===== config.mk =====
export PLATFORM = sky130hd
export DESIGN_NAME = seg7_mux_driver_flat
export DESIGN_NICKNAME = d
export VERILOG_FILES = /design/src/rtl/seg7_mux_driver_if.sv /design/src/rtl/seg7_mux_driver.sv /design/src/flat_wrapper.sv
export SDC_FILE = /design/constraint.sdc
export NUM_CORES = 1
export LEC_CHECK = 0
export CAP_MARGIN = 20
export CORE_ASPECT_RATIO = 1.2
export CORE_MARGIN = 5
export CORE_UTILIZATION = 55
export CTS_CLUSTER_SIZE = 28
export DETAILED_ROUTE_END_ITERATION = 16
export PLACE_DENSITY = 0.79
export SYNTH_ARGS = -nofsm -noshare
export SYNTH_HDL_FRONTEND = slang
export SYNTH_SLANG_ARGS = --single-unit
export TNS_END_PERCENT = 5

===== constraint.sdc =====
create_clock -name clk -period 3.95 [get_ports clk]
set_clock_uncertainty 0.2 [all_clocks]
set_input_delay 0.5925 -clock clk [delete_from_list [all_inputs] [get_ports clk]]
set_output_delay 0.5925 -clock clk [all_outputs]
set_load 0.02 [all_outputs]

===== src/rtl/seg7_mux_driver_if.sv =====
// Display-load bus: one digit set (nibbles, decimal points, blank mask) per valid/ready transfer.
// The master holds the fields stable while load_valid is high; the slave raises load_ready when its shadow buffer is empty.
interface seg7_mux_driver_if #(
  parameter int NUM_DIGITS = 8
);
  logic [4*NUM_DIGITS-1:0] value;
  logic [NUM_DIGITS-1:0]   dp_in;
  logic [NUM_DIGITS-1:0]   blank_mask;
  logic                    load_valid;
  logic                    load_ready;

  modport master (
    output value, dp_in, blank_mask, load_valid,
    input  load_ready
  );

  modport slave (
    input  value, dp_in, blank_mask, load_valid,
    output load_ready
  );
endinterface


===== src/rtl/seg7_mux_driver.sv =====
// Multiplexed common-anode 7-seg scanner with a shadow/active buffer pair, PWM dimming and LZ suppression.
// Outputs are registered, one cycle behind slot_cnt/dig; a load stalls (load_ready low) until the next frame boundary commits it.
module seg7_mux_driver #(
  parameter int NUM_DIGITS   = 8,
  parameter int REFRESH_LOG2 = 17
) (
  input  logic                  clk,
  input  logic                  rst_n,
  seg7_mux_driver_if.slave      ld,
  input  logic                  lz_suppress,
  input  logic [3:0]            brightness,
  output logic [6:0]            seg,
  output logic                  dp,
  output logic [NUM_DIGITS-1:0] an,
  output logic                  frame_tick
);

  localparam logic [2:0] LAST_DIG = 3'(NUM_DIGITS - 1);

  logic [REFRESH_LOG2-1:0] slot_cnt_q;
  logic [2:0]              dig_q;
  logic                    pend_q;

  logic [4*NUM_DIGITS-1:0] sh_val_q, act_val_q;
  logic [NUM_DIGITS-1:0]   sh_dp_q, act_dp_q;
  logic [NUM_DIGITS-1:0]   sh_blank_q, act_blank_q;

  logic [6:0]              seg_q, seg_d;
  logic                    dp_q, dp_d;
  logic [NUM_DIGITS-1:0]   an_q, an_d;
  logic                    frame_tick_q, frame_tick_d;

  logic slot_end, boundary, accept;
  logic [3:0] cur_nib;
  logic cur_dp, cur_blank, cur_sup, zero_run;
  logic pwm_on, dark, lit;

  function automatic logic [6:0] decode(input logic [3:0] nib);
    case (nib)
      4'h0: decode = 7'b0000001;
      4'h1: decode = 7'b1001111;
      4'h2: decode = 7'b0010010;
      4'h3: decode = 7'b0000110;
      4'h4: decode = 7'b1001100;
      4'h5: decode = 7'b0100100;
      4'h6: decode = 7'b0100000;
      4'h7: decode = 7'b0001111;
      4'h8: decode = 7'b0000000;
      4'h9: decode = 7'b0001100;
      4'hA: decode = 7'b0001000;
      4'hB: decode = 7'b1100000;
      4'hC: decode = 7'b0110001;
      4'hD: decode = 7'b1000010;
      4'hE: decode = 7'b0110000;
      default: decode = 7'b0111000;
    endcase
  endfunction

  assign slot_end      = &slot_cnt_q;
  assign boundary      = slot_end && (dig_q == LAST_DIG);
  assign ld.load_ready = !pend_q;
  assign accept        = ld.load_valid && !pend_q;

  // Zero run is tracked from the top digit down; digit 0 always stays visible.
  always_comb begin
    cur_nib   = 4'h0;
    cur_dp    = 1'b0;
    cur_blank = 1'b0;
    cur_sup   = 1'b0;
    zero_run  = lz_suppress;
    for (int i = NUM_DIGITS - 1; i >= 0; i--) begin
      zero_run = zero_run && (act_val_q[4*i +: 4] == 4'h0);
      if (dig_q == 3'(i)) begin
        cur_nib   = act_val_q[4*i +: 4];
        cur_dp    = act_dp_q[i];
        cur_blank = act_blank_q[i];
        cur_sup   = zero_run && (i != 0);
      end
    end
  end

  assign pwm_on = (slot_cnt_q[REFRESH_LOG2-1 -: 4] <= brightness);
  assign dark   = cur_blank || cur_sup;
  assign lit    = !dark && pwm_on;

  always_comb begin
    seg_d        = dark ? 7'h7F : decode(cur_nib);
    dp_d         = dark || !cur_dp;
    frame_tick_d = (dig_q == 3'd0) && (slot_cnt_q == '0);
    an_d         = '1;
    for (int i = 0; i < NUM_DIGITS; i++) begin
      an_d[i] = !(lit && (dig_q == 3'(i)));
    end
  end

  always_ff @(posedge clk or negedge rst_n) begin
    if (!rst_n) begin
      slot_cnt_q   <= '0;
      dig_q        <= 3'd0;
      pend_q       <= 1'b0;
      sh_val_q     <= '0;
      sh_dp_q      <= '0;
      sh_blank_q   <= '0;
      act_val_q    <= '0;
      act_dp_q     <= '0;
      act_blank_q  <= '0;
      seg_q        <= 7'h7F;
      dp_q         <= 1'b1;
      an_q         <= '1;
      frame_tick_q <= 1'b0;
    end else begin
      slot_cnt_q <= slot_cnt_q + 1'b1;
      if (slot_end) begin
        dig_q <= (dig_q == LAST_DIG) ? 3'd0 : dig_q + 3'd1;
      end

      // A load accepted on the boundary cycle lands only in the shadow and waits a full frame.
      if (boundary && pend_q) begin
        act_val_q   <= sh_val_q;
        act_dp_q    <= sh_dp_q;
        act_blank_q <= sh_blank_q;
      end
      if (accept) begin
        sh_val_q   <= ld.value;
        sh_dp_q    <= ld.dp_in;
        sh_blank_q <= ld.blank_mask;
      end
      if (accept) begin
        pend_q <= 1'b1;
      end else if (boundary) begin
        pend_q <= 1'b0;
      end

      seg_q        <= seg_d;
      dp_q         <= dp_d;
      an_q         <= an_d;
      frame_tick_q <= frame_tick_d;
    end
  end

  assign seg        = seg_q;
  assign dp         = dp_q;
  assign an         = an_q;
  assign frame_tick = frame_tick_q;

endmodule

===== src/flat_wrapper.sv =====
// flat-port wrapper written by rule: the top's interface ports become plain ports
module seg7_mux_driver_flat 
#(
  parameter int NUM_DIGITS   = 8,
  parameter int REFRESH_LOG2 = 17
)
  (clk, rst_n, lz_suppress, brightness, seg, dp, an, frame_tick, ld_value, ld_dp_in, ld_blank_mask, ld_load_valid, ld_load_ready);
  seg7_mux_driver_if #(.NUM_DIGITS(NUM_DIGITS)) ld_i ();
  input  logic clk;
  input  logic rst_n;
  input  logic lz_suppress;
  input  logic [3:0] brightness;
  output logic [6:0] seg;
  output logic dp;
  output logic [NUM_DIGITS-1:0] an;
  output logic frame_tick;
  input wire logic [$bits(ld_i.value)-1:0] ld_value;
  input wire logic [$bits(ld_i.dp_in)-1:0] ld_dp_in;
  input wire logic [$bits(ld_i.blank_mask)-1:0] ld_blank_mask;
  input wire logic [$bits(ld_i.load_valid)-1:0] ld_load_valid;
  output wire logic [$bits(ld_i.load_ready)-1:0] ld_load_ready;
  assign ld_i.value = ld_value;
  assign ld_i.dp_in = ld_dp_in;
  assign ld_i.blank_mask = ld_blank_mask;
  assign ld_i.load_valid = ld_load_valid;
  assign ld_load_ready = ld_i.load_ready;
  seg7_mux_driver #(.NUM_DIGITS(NUM_DIGITS), .REFRESH_LOG2(REFRESH_LOG2)) u_core (.clk(clk), .rst_n(rst_n), .ld(ld_i), .lz_suppress(lz_suppress), .brightness(brightness), .seg(seg), .dp(dp), .an(an), .frame_tick(frame_tick));
endmodule

Yosys cells after proc, flatten, opt, wreduce, memory -nomap -nowiden
Memory sizes are Yosys's and may differ from the RTL's.
Index checks and enable logic that the tools add are counted.
W data, S select, Z words.
{"block": "totals", "reg_bits": 134, "latch_bits": 0, "ramBits": 0, "romBits": 112, "output_inout_bits": 18, "n_memories": 1}
{"name": "(name not given)", "depth": 16, "word_bits": 7, "read_ports": 1, "rd_ports_with_merged_regs": 0, "wr": 0, "line_no": "seg7_mux_driver.sv:39", "text": "case (nib)"}
{"block": "classes", "addsub": 2, "n_mul": 0, "n_div": 0, "order_cmp": 1, "eq_ne": 7, "shifts": 0, "n_mux": 36, "bitwise": 0, "reduce_logical": 44}
{"op": "$mux W4", "count": 8}
{"op": "$logic_not A4 Y1", "count": 7}
{"op": "$mux W1", "count": 26}
{"op": "$logic_and A1 B1 Y1", "count": 20}
{"op": "$add A17 B1 Y17 const B", "count": 1}
{"op": "$logic_not A17 Y1", "count": 1}
{"op": "$reduce_and A17 Y1", "count": 1}
{"op": "$eq A3 B3 Y1 const B", "count": 4}
{"op": "$logic_not A1 Y1", "count": 11}
{"op": "$mux W7", "count": 1}
{"op": "$eq A3 B2 Y1 const B", "count": 2}
{"op": "$le A4 B4 Y1", "count": 1}
{"op": "$add A3 B1 Y3 const B", "count": 1}
{"op": "$eq A3 B1 Y1 const B", "count": 1}
{"op": "$logic_not A3 Y1", "count": 1}
{"op": "$mux W3", "count": 1}
{"op": "$logic_or A1 B1 Y1", "count": 2}
{"op": "$reduce_bool A2 Y1", "count": 1}

Longest topological paths before layout
{"block": "logic_depth", "word_depth": 15, "ltp_mapped": 13}

Worst setup path before layout
OpenSTA, ideal clock, no wires.
{"block": "synth_path", "kind": "flip-flop to flip-flop", "from": "reg u_core.slot_cnt_q[2]", "to": "reg u_core.act_blank_q[1]", "t_arrival_ns": 2.551, "t_required_ns": 3.625, "slack_ns": 1.074, "path_stages_with_launch": 11, "n_path_buf": 2, "path_cell_list": "dfrtp_1 and2_1 and4_1 nand3_1 nor4_1 and3_1 ha_1 nand3_1 buf_2 buf_1 mux2_2"}
{"block": "synth_via", "elab_chain_len": 3}
{"element": "from (decl)", "line_no": "seg7_mux_driver.sv:20", "text": "logic [REFRESH_LOG2-1:0] slot_cnt_q;"}
{"element": "from (signal assigned)", "line_no": "seg7_mux_driver.sv:112", "text": "slot_cnt_q <= slot_cnt_q + 1'b1;"}
{"element": "$reduce_and A17 Y1", "line_no": "seg7_mux_driver.sv:59", "text": "assign slot_end = &slot_cnt_q;"}
{"element": "via u_core.slot_end", "line_no": "seg7_mux_driver.sv:33", "text": "logic slot_end, boundary, accept;"}
{"element": "$logic_and A1 B1 Y1", "line_no": "seg7_mux_driver.sv:60", "text": "assign boundary = slot_end && (dig_q == LAST_DIG);"}
{"element": "$logic_and A1 B1 Y1", "line_no": "seg7_mux_driver.sv:118", "text": "if (boundary && pend_q) begin"}
{"element": "to (signal assigned)", "line_no": "seg7_mux_driver.sv:121", "text": "act_blank_q <= sh_blank_q;"}
{"element": "to (decl)", "line_no": "seg7_mux_driver.sv:26", "text": "logic [NUM_DIGITS-1:0] sh_blank_q, act_blank_q;"}
The timed path passes the listed nets, and every way through them passes these cells.
A chain may end at the register's enable or synchronous reset.

Worst setup path after layout
{"block": "layout_path", "from": "reg u_core.dig_q[0]", "to": "reg u_core.seg_q[6], in the netlist u_core.seg[6]"}
{"block": "layout_via", "elab_chain_len": 11, "word_cells_on_any_way": 35, "classes_between": "eq/ne: 7; mux: 25; reduce/logical: 2; memory: 1"}
{"element": "from (decl)", "line_no": "seg7_mux_driver.sv:21", "text": "logic [2:0] dig_q;"}
{"element": "from (signal assigned)", "line_no": "seg7_mux_driver.sv:114", "text": "dig_q <= (dig_q == LAST_DIG) ? 3'd0 : dig_q + 3'd1;"}
{"element": "$eq A3 B3 Y1", "line_no": "seg7_mux_driver.sv:73", "text": "if (dig_q == 3'(i)) begin"}
{"element": "$mux W4 or $mux W1 (tied branches) (8 in series)", "line_no": "seg7_mux_driver.sv:73"}
{"element": "$mem_v2 Z16 W7 or $logic_or A1 B1 Y1 (tied branches)"}
{"element": "$mux W7 (*)", "line_no": "seg7_mux_driver.sv:87", "text": "seg_d = dark ? 7'h7F : decode(cur_nib);"}
{"element": "via u_core.seg_d[6]", "line_no": "seg7_mux_driver.sv:28", "text": "logic [6:0] seg_q, seg_d;"}
{"element": "to (signal assigned)", "line_no": "seg7_mux_driver.sv:134", "text": "seg_q <= seg_d;"}
{"element": "to (decl)", "line_no": "seg7_mux_driver.sv:28"}
Mark *: on every way through the listed nets, which the timed path passes. The rest lies on a longest branch.

==> impl_metrics.env <==
export IMPL_cts_tree="yes"
export IMPL_syn_area_per_cell_um2=12.7
export IMPL_insertion_delay_ps=420
export IMPL_dr_pass1_iters=5
export IMPL_place_gp_congestion=0.911
export IMPL_place_area_um2=7080
export IMPL_cts_max_level=4
export IMPL_synth_seq_cells=134
export IMPL_overflow=0
export IMPL_track_usage_pct=20.7
export IMPL_fin_cells=734
export IMPL_p_per_area_nw_per_um2=420
export IMPL_cpLargestDelayFamily="compound AO/OA/AOI/OAI gates"
export IMPL_rows=42
export IMPL_ys_top_cells_by_area="dfrtp_1 (47%), mux2_2 (18%), dfstp_2 (6.8%), ha_1 (3.8%), nand2_1 (1.6%)"
export IMPL_setup_viol=0
export IMPL_worst_pin_slew_ps=930
export IMPL_io_pins=74
export IMPL_finalPower_mw=3.25
export IMPL_path_clk_slew_ps=60
export IMPL_fin_area_um2=7740
export IMPL_hold_slack_ps=294
export IMPL_synth_edf_count=0
export IMPL_status="complete, no violations"
export IMPL_cp_start_kind="flop"
export IMPL_vias=4066
export IMPL_async_flop_share_pct=100
export IMPL_finalMaxSlewViolations=0
export IMPL_holdCritPathClass="reg2reg"
export IMPL_p_leak_nw=3.55
export IMPL_fin_nets=642
export IMPL_grt_pass1_vias=4442
export IMPL_cts_buffers=17
export IMPL_grt_pass1_wl_um=22100
export IMPL_synth_cell_type_count=62
export IMPL_synth_area_um2=6230
export IMPL_cp_cell_sequence="inv_1 -> ha_1 -> nor3b_1 -> o21ai_0 -> a32oi_2 -> and2b_1 -> o21ai_0 -> nand3_1"
export IMPL_crit_buf_inv=1
export IMPL_crit_type="reg2reg"
export IMPL_yosysTopAreaCell="dfrtp_1"
export IMPL_hold_depth=1
export IMPL_setup_tns_ps=0
export IMPL_fmax_mhz=309
export IMPL_cp_max_fo=26
export IMPL_cts_setup_buffers=0
export IMPL_place_port_buffers=73
export IMPL_wl_per_cell_um=17.2
export IMPL_avgViaCountPerCell=5.54
export IMPL_relSlewSlack_pct=38.0
export IMPL_r2r_cells=8
export IMPL_ys_seq_area_share_pct=54.2
export IMPL_min_from="u_core.sh_blank_q[3]"
export IMPL_drv_cap=0
export IMPL_synthFlopType="dfrtp_1"
export IMPL_drc=0
export IMPL_drt_iter0_drc=402
export IMPL_reg2reg_slack_ps=710
export IMPL_period_share_pct=82.0
export IMPL_finalHoldViolCount=0
export IMPL_fin_ws_ps=713
export IMPL_grt_max_degree=95
export IMPL_die_width_um=107
export IMPL_wl_um=12600
export IMPL_final_util_pct=69.8
export IMPL_place_inst=700
export IMPL_cpMaxStageDelayCell="ha_1"
export IMPL_whs_endpoint="u_core.act_blank_q[3]"
export IMPL_clkSinkCount=134
export IMPL_max_stage_delay_ps=780
export IMPL_critPathArrivalTime_ps=3330
export IMPL_pre_cts_slack_ps=734
export IMPL_synth_top_area_share_pct=47.4
export IMPL_netlist_instances=490
export IMPL_area_growth_pct=24.3
export IMPL_synth_fp_nets=565
export IMPL_hpwl_um=8860
export IMPL_antenna_found_initial=0
export IMPL_crit_path_frequent_cell="o21ai_0"
export IMPL_peakVddDrop_v=0.000337
export IMPL_die_h_um=127
export IMPL_rsz0062_at_grt="no"
export IMPL_yosys_warnings=0
export IMPL_nFillCells=752
export IMPL_drive_gt1_share_pct=30.5
export IMPL_cts_root_buf="clkbuf_16"
export IMPL_initial_core_util_pct=56.2
export IMPL_antenna_cells=0
export IMPL_r2r_start="u_core.dig_q[0]"
export IMPL_worstReg2RegEnd="u_core.seg[6]"
export IMPL_worst_ep_required_time_ps=4050
export IMPL_die_area_um2=13600
export IMPL_cts_max_path_buffers=2
export IMPL_postRouteAntennaNets=0
export IMPL_core_area_um2=11100
export IMPL_fin_crit_ps=3240
export IMPL_end_kind="flop"
## where the power goes
group	switching, mW	internal, mW	total, mW	leakage [nW]
Clock	0.553	1.07	1.63	0.310
Combinational	0.0536	0.101	0.154	1.54
Sequential	0.0341	1.44	1.47	1.70
Total	0.641	2.61	3.25	3.55
## cells in the mapped netlist, types with 2 or more instances
library cell,count
nor3b_1,2
a22oi_1,2
o22ai_1,2
a211oi_1,3
nand4_1,7
nor3_2,2
nand3b_1,2
dfrtp_1,118
o211ai_2,4
xnor2_1,11
buf_1,10
and2_1,2
mux2_2,97
buf_6,3
a21o_1,2
o211ai_1,2
inv_2,3
o221ai_1,2
o31ai_1,2
nand3_2,5
a31oi_1,4
nor4_1,10
nor3_1,4
nor2_1,11
nand3_1,16
and3_1,2
inv_1,19
nand2_1,26
and2b_1,2
buf_2,8
nor2b_1,6
ha_1,19
mux2i_1,8
buf_4,2
o21ai_0,10
xor2_1,3
a21oi_1,13
dfstp_2,16
nand2b_1,6
a221oi_1,2
## per-layer routing
layer	track usage, %	vias to the layer above	wire length (um)
met3	5.79	35	639
met5	0	-	0
met2	32.4	136	6200
li1	-	1914	-
met1	26.3	1981	5400
met4	10.2	0	403
## area by class of cell
class                           instances  area [um^2]  area share [%]
Multi-Input combinational cell        310         2650            34.3
Tap cell                              154          193            2.49
Sequential cell                       134         3370            43.6
Timing Repair Buffer                   82          818            10.6
Inverter                               22         82.6            1.07
Clock inverter                          8          119            1.54
Clock buffer                           24          502            6.48
## cells in the final DEF (no fill, tap or decap), types with 3 or more instances in the layout
cell type        instances
mux2_2                  97
nand2_1                 26
dfrtp_1                118
nand3_2                  6
clkbuf_8                 5
nor4_1                  10
clkdlybuf4s50_1         72
inv_2                    3
nand2b_1                 6
nor3_1                   4
nand4_1                  7
nor2b_1                  5
o21ai_0                 10
a211oi_1                 3
xnor2_1                 11
nor2_1                  11
a21oi_1                 13
mux2i_1                  8
o211ai_2                 4
dfstp_2                 16
ha_1                    19
clkinv_2                 4
a31oi_1                  4
inv_1                   19
xor2_1                   3
clkbuf_16               17
buf_4                    8
nand3_1                 15
bufinv_16                3
## worst register-to-register path, delay by kind of cell, from the launching register on
family,cells,cell delay (ps)
buffers and inverters,1,120
AOI/OAI and AO/OA,3,930
adders and majority gates,1,780
and+or+nand+nor,3,670
DFF,1,410
## sequential cells by signal (all words and copies together) (netlist names), 3 cells and up
name / cells
u_core.act_val_q: 32
u_core.slot_cnt_q: 17
u_core.dig_q: 3
u_core.act_blank_q: 8
u_core.sh_dp_q: 8
u_core.an: 8
u_core.act_dp_q: 8
u_core.sh_blank_q: 8
u_core.sh_val_q: 32
u_core.seg: 7
## how the worst max path moves through the flow
| stage | from | slack [ps] | cells past startpoint | endpoint |
|---|---|---|---|---|
| floorplan | u_core.slot_cnt_q[2] | 1070 | 10 | u_core.act_blank_q[1] |
| global placement | u_core.slot_cnt_q[2] | 890 | 9 | u_core.act_dp_q[6] |
| detailed placement | u_core.dig_q[0] | 730 | 8 | u_core.seg[4] |
| CTS | u_core.dig_q[0] | 760 | 8 | u_core.seg[4] |
| global route | u_core.dig_q[1] | 450 | 8 | u_core.seg[6] |
| finish | u_core.dig_q[0] | 710 | 8 | u_core.seg[6] |
## timing repair
item	CTS	global route
hold buffers	0	1
gates resized for setup	0	0
hold endpoints to repair	0	30
## cells by family after synthesis
logic type | Yosys count | share of synthesized area, %
flip-flops | 134 | 54.2
AND/OR/NAND/NOR | 111 | 10.1
multiplexers | 106 | 19.1
AO/OA/AOI/OAI | 60 | 7.45
buffers and inverters | 46 | 3.42
adder cells (fa/ha/maj) | 19 | 3.82
XOR/XNOR | 14 | 1.97
Note: power is estimated with default switching activity, not from simulation.
